## src/rtl/saed32_mem_pkg.sv

```systemverilog
// saed32_mem_pkg: SAED32 macro geometry, request classes and RMW sequencer states.
package saed32_mem_pkg;
  localparam int MACRO_W = 22;
  localparam int MACRO_D = 32;
  typedef enum logic [1:0] {READ, FULL_WR, NULL_WR, PART_WR} req_kind_e;
  typedef enum logic {IDLE, WB} rmw_st_e;
  function automatic req_kind_e classify(input logic we, input logic wem_all, input logic wem_none);
    return !we ? READ : wem_all ? FULL_WR : wem_none ? NULL_WR : PART_WR;
  endfunction
endpackage

```

## src/rtl/SRAM2RW32X22.sv

```systemverilog
// SRAM2RW32X22: behavioural stand-in for the SAED32 32x22 dual-port macro (active-low pins, O is 0 while OEB is high).
module SRAM2RW32X22 (
  input  logic [4:0]  A1,
  input  logic [4:0]  A2,
  input  logic        CE1,
  input  logic        CE2,
  input  logic        WEB1,
  input  logic        WEB2,
  input  logic        OEB1,
  input  logic        OEB2,
  input  logic        CSB1,
  input  logic        CSB2,
  input  logic [21:0] I1,
  input  logic [21:0] I2,
  output logic [21:0] O1,
  output logic [21:0] O2
);
  logic [21:0] r_mem [32];
  logic [21:0] r_o1, r_o2;
  always_ff @(posedge CE1) begin
    if (!CSB1 && !WEB1) r_mem[A1] <= I1;
    if (!CSB2 && !WEB2) r_mem[A2] <= I2;
    if (!CSB1 && WEB1) r_o1 <= r_mem[A1];
  end
  always_ff @(posedge CE2)
    if (!CSB2 && WEB2) r_o2 <= r_mem[A2];
  assign O1 = OEB1 ? '0 : r_o1;
  assign O2 = OEB2 ? '0 : r_o2;
endmodule

```

## src/rtl/saed32_dp_tile.sv

```systemverilog
// saed32_dp_tile: one SRAM2RW32X22 driven by active-high request, row-select, write and output-enable controls.
module saed32_dp_tile import saed32_mem_pkg::*; (
  input  logic               CLK,
  input  logic               i_ce0,
  input  logic               i_sel0,
  input  logic               i_we0,
  input  logic               i_oe0,
  input  logic [4:0]         i_a0,
  input  logic [MACRO_W-1:0] i_d0,
  output logic [MACRO_W-1:0] o_q0,
  input  logic               i_ce1,
  input  logic               i_sel1,
  input  logic               i_we1,
  input  logic               i_oe1,
  input  logic [4:0]         i_a1,
  input  logic [MACRO_W-1:0] i_d1,
  output logic [MACRO_W-1:0] o_q1
);
  SRAM2RW32X22 u_sram (
    .A1(i_a0), .A2(i_a1), .CE1(CLK), .CE2(CLK),
    .WEB1(~i_we0), .WEB2(~i_we1), .OEB1(~i_oe0), .OEB2(~i_oe1),
    .CSB1(~(i_ce0 & i_sel0)), .CSB2(~(i_ce1 & i_sel1)),
    .I1(i_d0), .I2(i_d1), .O1(o_q0), .O2(o_q1)
  );
endmodule

```

## src/rtl/wrap_saed32_dp_rmw.sv

```systemverilog
// wrap_saed32_dp_rmw: tiled SAED32 dual-port RAM with per-bit write masks via read-modify-write.
module wrap_saed32_dp_rmw import saed32_mem_pkg::*; #(
  parameter int WIDTH = 22,
  parameter int DEPTH = 32,
  parameter int AW    = $clog2(DEPTH)
) (
  input  logic             CLK,
  input  logic             RSTN,
  input  logic             CE0,
  input  logic             CE1,
  input  logic             WE0,
  input  logic             WE1,
  input  logic [AW-1:0]    A0,
  input  logic [AW-1:0]    A1,
  input  logic [WIDTH-1:0] D0,
  input  logic [WIDTH-1:0] D1,
  input  logic [WIDTH-1:0] WEM0,
  input  logic [WIDTH-1:0] WEM1,
  output logic             RDY0,
  output logic             RDY1,
  output logic [WIDTH-1:0] Q0,
  output logic [WIDTH-1:0] Q1,
  output logic             VLD0,
  output logic             VLD1,
  output logic             COLL
);
  localparam int NC = (WIDTH + MACRO_W - 1) / MACRO_W;
  localparam int NR = DEPTH / MACRO_D;
  localparam int PW = NC * MACRO_W;
  logic [NR-1:0][1:0][PW-1:0] w_o;
  logic [AW-1:0] w_a [2], w_ma [2], r_a [2];
  logic [WIDTH-1:0] w_d [2], w_wem [2], w_old [2], w_merge [2];
  logic [WIDTH-1:0] r_d [2], r_wem [2], r_fwdd [2], r_s1d [2], r_q [2];
  logic [PW-1:0] w_sel [2], w_md [2];
  req_kind_e w_kind [2];
  rmw_st_e r_st [2];
  logic [1:0] w_acc, w_wb, w_go, w_we, r_oe, r_rd, r_fwd, r_s1v, r_vld;
  logic w_rdy, w_drop, r_alive, r_coll;
  // Either port in write-back stalls both, so no request can race a merge.
  assign w_rdy = r_alive && r_st[0] == IDLE && r_st[1] == IDLE;
  assign w_acc = {CE1, CE0} & {2{w_rdy && RSTN}};
  assign w_drop = &w_acc && WE0 && WE1 && A0 == A1;
  always_comb begin
    w_a[0] = A0;
    w_a[1] = A1;
    w_d[0] = D0;
    w_d[1] = D1;
    w_wem[0] = WEM0;
    w_wem[1] = WEM1;
    w_kind[0] = classify(WE0, &WEM0, ~|WEM0);
    w_kind[1] = classify(WE1, &WEM1, ~|WEM1);
    for (int p = 0; p < 2; p++) begin
      w_sel[p] = '0;
      for (int r = 0; r < NR; r++)
        if ((r_a[p] >> 5) == AW'(r)) w_sel[p] = w_o[r][p];
      w_old[p] = w_sel[p][WIDTH-1:0];
      w_merge[p] = (w_old[p] & ~r_wem[p]) | (r_d[p] & r_wem[p]);
      w_wb[p] = r_st[p] == WB;
      w_go[p] = RSTN && (w_wb[p] || (w_acc[p] && w_kind[p] != NULL_WR && !(p == 1 && w_drop)));
      w_we[p] = w_wb[p] || w_kind[p] == FULL_WR;
      w_ma[p] = w_wb[p] ? r_a[p] : w_a[p];
      w_md[p] = PW'(w_wb[p] ? w_merge[p] : w_d[p]);
    end
  end
  for (genvar r = 0; r < NR; r++) begin : g_row
    for (genvar c = 0; c < NC; c++) begin : g_col
      saed32_dp_tile u_tile (
        .CLK,
        .i_ce0(w_go[0]), .i_sel0((w_ma[0] >> 5) == AW'(r)), .i_we0(w_we[0]), .i_oe0(r_oe[0]),
        .i_a0(w_ma[0][4:0]), .i_d0(w_md[0][c*MACRO_W +: MACRO_W]), .o_q0(w_o[r][0][c*MACRO_W +: MACRO_W]),
        .i_ce1(w_go[1]), .i_sel1((w_ma[1] >> 5) == AW'(r)), .i_we1(w_we[1]), .i_oe1(r_oe[1]),
        .i_a1(w_ma[1][4:0]), .i_d1(w_md[1][c*MACRO_W +: MACRO_W]), .o_q1(w_o[r][1][c*MACRO_W +: MACRO_W])
      );
    end
  end
  // Stage 1 captures macro data (or a same-edge forwarded full write); stage 2 is the output register.
  always_ff @(posedge CLK) begin
    if (!RSTN) begin
      r_alive <= 1'b0;
      r_coll <= 1'b0;
      r_st <= '{IDLE, IDLE};
      r_oe <= '0;
      r_rd <= '0;
      r_fwd <= '0;
      r_s1v <= '0;
      r_vld <= '0;
      r_q <= '{'0, '0};
    end else begin
      r_alive <= 1'b1;
      r_coll <= w_drop;
      for (int p = 0; p < 2; p++) begin
        r_st[p] <= (w_acc[p] && w_kind[p] == PART_WR && !(p == 1 && w_drop)) ? WB : IDLE;
        if (w_acc[p]) begin
          r_a[p] <= w_a[p];
          r_d[p] <= w_d[p];
          r_wem[p] <= w_wem[p];
        end
        r_oe[p] <= w_go[p] && !w_we[p];
        r_rd[p] <= w_acc[p] && w_kind[p] == READ;
        r_fwd[p] <= w_acc[p] && w_kind[p] == READ && w_acc[1-p] && w_kind[1-p] == FULL_WR && A0 == A1;
        r_fwdd[p] <= w_d[1-p];
        r_s1v[p] <= r_rd[p];
        r_s1d[p] <= r_fwd[p] ? r_fwdd[p] : w_old[p];
        r_vld[p] <= r_s1v[p];
        if (r_s1v[p]) r_q[p] <= r_s1d[p];
      end
    end
  end
  assign RDY0 = w_rdy;
  assign RDY1 = w_rdy;
  assign Q0 = r_q[0];
  assign Q1 = r_q[1];
  assign VLD0 = r_vld[0];
  assign VLD1 = r_vld[1];
  assign COLL = r_coll;
endmodule

```

## config.mk

```make
export PLATFORM = sky130hd
export DESIGN_NAME = wrap_saed32_dp_rmw
export DESIGN_NICKNAME = d
export VERILOG_FILES = /design/src/rtl/saed32_mem_pkg.sv /design/src/rtl/SRAM2RW32X22.sv /design/src/rtl/saed32_dp_tile.sv /design/src/rtl/wrap_saed32_dp_rmw.sv
export SDC_FILE = /design/constraint.sdc
export NUM_CORES = 2
export LEC_CHECK = 0
export CELL_PAD_IN_SITES_DETAIL_PLACEMENT = 0
export CELL_PAD_IN_SITES_GLOBAL_PLACEMENT = 2
export CORE_UTILIZATION = 47
export CTS_BUF_LIST = sky130_fd_sc_hd__clkbuf_8
export CTS_CLUSTER_DIAMETER = 100
export DETAILED_ROUTE_END_ITERATION = 10
export PLACE_DENSITY_LB_ADDON = 0.1
export SLEW_MARGIN = 20
export SYNTH_ARGS = -nofsm -noshare
export SYNTH_HDL_FRONTEND = slang
export SYNTH_HIERARCHICAL = 1
export SYNTH_SLANG_ARGS = --single-unit
```

## constraint.sdc

```tcl
create_clock -name CLK -period 5 [get_ports CLK]
set_input_delay 0.5 -clock CLK [delete_from_list [all_inputs] [get_ports CLK]]
set_output_delay 0.5 -clock CLK [all_outputs]
set_load 0.01 [all_outputs]
```

==> results summary <==
The run finished with clean final reports. For flop-to-flop paths, the worst setup slack is 0.81 ns. The cell count after synthesis came out at 3,798.

Counting tap cells, the placed design contains a total of 5,277 instances. STA classifies the critical path startpoint as a flip-flop. The largest net degree at the start of global routing came out at 74. TritonCTS built the clock tree. Dividing the detail-routed via count by the number of cells gives 6.35. The critical path's largest stage delay is 0.72 ns.

The most used standard cell by instance count after synthesis is sky130_fd_sc_hd__edfxtp_1. The total I/O pin count came out at 153. The floorplan row count came out at 122. The shortest clock period the worst path allows after layout is 4.19 ns. The register clock-pin slew on the reported worst setup and hold paths came out at 0.06 ns. Global routing used 48.3% of the available met2 tracks. The initial antenna violation count came out at 10. The critical path goes through buf_4 > mux2_8 > buf_4 > mux2i_1 > o22ai_1 > nor4_1 > nand2_1. The routed wire length is 182 mm. The worst slew margin relative to its limit is 16.9%.

By count the netlist is led by 934 x sky130_fd_sc_hd__edfxtp_1, 792 x sky130_fd_sc_hd__mux2i_1, 721 x sky130_fd_sc_hd__mux2_2. The post-route clock period utilization came out at 83.8%. The total of hold buffers inserted after clock tree synthesis is 1. The portion of synthesized cell area occupied by the leading cell type came out at 53.4%.

In this run the number of H-tree levels came out at 4. The HPWL after detailed placement is 125 mm. The endpoint arrival time on the critical path came out at 4.70 ns. Before antenna repair, the detailed router went through 6 iterations. The count of antenna-violating nets left after detailed routing came out at 0. The number of fill cells in the layout came out at 9,282. The final estimated routing congestion in global placement came out at 0.955. The floorplan die width is 336 um.

The first global-routing pass estimated 256 mm of wire. The total global-route track usage is 31.7%. The maximum clock path buffer count came out at 3. The critical path capture point is g_row[0].g_col[0].u_tile/u_sram/r_o1[13].

The synthesized netlist contains 48 unique library cells. The initial standard-cell utilization of the core came out at 47.4%. The aggregate negative setup slack came out at 0 ns. The ratio of cells with drive above 1 in the final layout is 31.3%.

In this run, synthesis produced a sequential element count of 992. The placed standard-cell area is 57,400 um2. The number of gates resized after CTS came out at 0. Measured in cells, the most critical reg-to-reg path has a length of 7. The number of warnings printed during yosys synthesis is 6. The worst clock skew came out at 0.0394 ns.

For this run, the leading register cell type out of synthesis is sky130_fd_sc_hd__edfxtp_1. The via count of the first global-routing pass came out at 34,939. Ranked by total cell area, the synthesized netlist is headed by sky130_fd_sc_hd__edfxtp_1 53%, sky130_fd_sc_hd__mux2_2 15%, sky130_fd_sc_hd__mux2i_1 15%. After detailed routing, the number of remaining DRC violations is 0. The static leakage is 22.0 nW. Dividing the detail-routed wire length by the instance count gives 32.4 um. The biggest area contributor in the post-synthesis netlist is sky130_fd_sc_hd__edfxtp_1. The number of max-cap violations came out at 0.

The required arrival time at the worst endpoint came out at 5.51 ns. The post-synthesis sequential area ratio is 55.6%. The measured slew at the worst slew-check pin came out at 1.24 ns. The post-synthesis cell area is 52,600 um2. The startpoint of the most critical setup path is r_st[1].

The non-filler instance count after layout is 5,603. The worst-case IR drop observed on VDD is 0.000179 V. The number of buffer and inverter stages on the critical path is 2. The met1 usage came out at 45.1%.

The nature of the critical path endpoint is a flip-flop. Counting buffers and inverters, the worst setup path is 7 cells deep. The final standard cell area without fillers is 60,800 um2.

The share of synthesized registers carrying an async set or reset came out at 0%. The floorplan step set the die height to 336 um. The clock insertion delay at the later pin of the skew report came out at 0.88 ns. Of all nets on the critical path, the largest fanout is 67. The number of pins exceeding their max-slew limit in the final report was 0. For this run, the top clock speed supported by timing is 239 MHz. The number of hold-slack violations in the final timing report came out at 0.

Setup violations remaining at the end of the flow were counted as 0. The full die area came out at 113,000 um2. The synthesized design contains 934 enable-type register cells. The total setup buffers inserted after CTS is 0. The worst hold-check path type is input port to flip-flop. Clock tree synthesis selected as its root buffer the cell sky130_fd_sc_hd__clkbuf_8. The power per cell area came out at 303 nW/um2.

The routing usage on met3 is 7.96%. Input and output buffers added on the ports amount to 152. For this run the aggregate overflow at the end of global routing stands at 0. After global routing, the most crowded layer is met2. The worst setup path is of the flip-flop to flip-flop kind. The number of clock sinks seen by CTS is 992. Clock tree synthesis inserted a total of 176 buffers.

The area growth from synthesis to layout came out at 15.7%. The placeable core region is 111,000 um2. The final layout contains 4,080 nets. The cell with the biggest individual delay on the critical path is sky130_fd_sc_hd__mux2_8. The cell class contributing the biggest share of worst-path delay is multiplexers. The starting DRC count in detailed routing came out at 3,637. Counting stages on the worst path, the most repeated cell is sky130_fd_sc_hd__buf_4.

The worst register-to-register path begins at r_st[1]. The synthesized area divided by synthesized cell count came out at 13.8 um2. Setup repair after global routing left no endpoint under its margin. The overall via count from detail_route came out at 35,563.

In this run the critical register-to-register path is captured at g_row[0].g_col[0].u_tile/u_sram/r_o1[13].
==> per-stage QoR <==
stage	worst slack, ns	utilization [%]	power, mW	hold slack, ns
floorplan	0.906	-	10.6	0.412
global placement	0.331	51.7	11.4	0.417
detailed placement	0.332	51.8	11.4	0.420
CTS	0.979	54.7	18.5	0.149
global route	0.769	54.9	19.0	0.203
finish	0.812	54.9	18.4	0.250
==> cells in the final DEF (no fill, tap or decap), types with 7 or more instances in the layout <==
master / synthesis / final
sky130_fd_sc_hd__clkdlybuf4s50_1: 0 / 151
sky130_fd_sc_hd__nand3b_1: 7 / 7
sky130_fd_sc_hd__nor2_1: 65 / 53
sky130_fd_sc_hd__o22ai_4: 0 / 10
sky130_fd_sc_hd__o21ai_4: 0 / 10
sky130_fd_sc_hd__buf_12: 0 / 39
sky130_fd_sc_hd__o22ai_1: 364 / 352
sky130_fd_sc_hd__a21oi_4: 0 / 34
sky130_fd_sc_hd__buf_16: 0 / 11
sky130_fd_sc_hd__clkbuf_8: 0 / 191
sky130_fd_sc_hd__clkinv_1: 0 / 19
sky130_fd_sc_hd__nor2b_1: 90 / 88
sky130_fd_sc_hd__nand4_1: 14 / 14
sky130_fd_sc_hd__dfxtp_1: 58 / 56
sky130_fd_sc_hd__nand4b_1: 8 / 8
sky130_fd_sc_hd__clkinv_2: 0 / 13
sky130_fd_sc_hd__nor2_2: 0 / 12
sky130_fd_sc_hd__mux2i_1: 792 / 792
sky130_fd_sc_hd__nand3_1: 11 / 9
sky130_fd_sc_hd__nand2_1: 67 / 67
sky130_fd_sc_hd__nor4_1: 100 / 100
sky130_fd_sc_hd__mux2_1: 37 / 37
sky130_fd_sc_hd__buf_4: 6 / 186
sky130_fd_sc_hd__inv_1: 7 / 83
sky130_fd_sc_hd__edfxtp_1: 934 / 934
sky130_fd_sc_hd__mux2_2: 721 / 719
sky130_fd_sc_hd__or4b_1: 8 / 7
sky130_fd_sc_hd__a21oi_2: 0 / 10
==> worst min-delay path by stage <==
stage	from	to	slack, ns	cells past startpoint
after floorplan	r_rd[0]	r_s1v[0]	0.41	1
after global placement	r_rd[1]	r_s1v[1]	0.42	1
after detailed placement	r_rd[1]	r_s1v[1]	0.42	1
after CTS	WEM0[5]	r_wem[0][5]	0.15	1
after global routing	WEM0[5]	r_wem[0][5]	0.20	1
final	WEM0[9]	r_wem[0][9]	0.25	1
==> cell families (layout without fill, tap and decap cells) <==
family                 count (synthesis)  in the layout  synth area share, %
AO/OA/AOI/OAI                        436            436                 5.07
XOR/XNOR                               5              5               0.0833
buffers and inverters                396            709                 3.20
flip-flops                           992            992                 55.6
multiplexers                        1550           1550                 31.3
other                                  1              5              0.00714
AND/OR/NAND/NOR                      418            418                 4.73
==> worst register-to-register path, delay by kind of cell, from the launching register on <==
kind                   cells  cell delay [ns]
buffers and inverters      2             1.07
muxes                      2             1.09
and+or+nand+nor            2             0.94
AOI/OAI and AO/OA          1             0.26
DFF                        1             0.48
==> power by group <==
group          total (mW)  switching (mW)  internal (mW)
Combinational        2.12            1.29          0.832
Clock                7.03            3.51           3.52
Sequential           9.25          0.0265           9.22
==> per-layer routing <==
layer / vias up / routed length [um]
li1: 15272 / -
met1: 18302 / 80100
met2: 1718 / 80800
met3: 267 / 17300
met4: 4 / 3510
met5: - / 16
==> layout make-up <==
class	count	area, um2	share of cell area, %
Antenna cell	3	7.51	0.0123
Clock buffer	191	2630	4.32
Clock inverter	123	569	0.936
Inverter	7	26.3	0.0432
Multi-Input combinational cell	2411	22500	37.0
Sequential cell	992	29200	48.0
Tap cell	1488	1860	3.06
Timing Repair Buffer	388	4000	6.58
==> flip-flops by register name (all words and copies together), names as in the netlist, 2 cells and up <==
signal                           count
Q0                                  22
Q1                                  22
g_row.g_col.u_tile/u_sram/r_mem    704
g_row.g_col.u_tile/u_sram/r_o1      22
g_row.g_col.u_tile/u_sram/r_o2      22
r_a                                 10
r_d                                 44
r_fwd                                2
r_fwdd                              44
r_oe                                 2
r_rd                                 2
r_s1d                               44
r_s1v                                2
r_st                                 2
r_vld                                2
r_wem                               44
No activity file was read; power rests on OpenSTA's default activity.
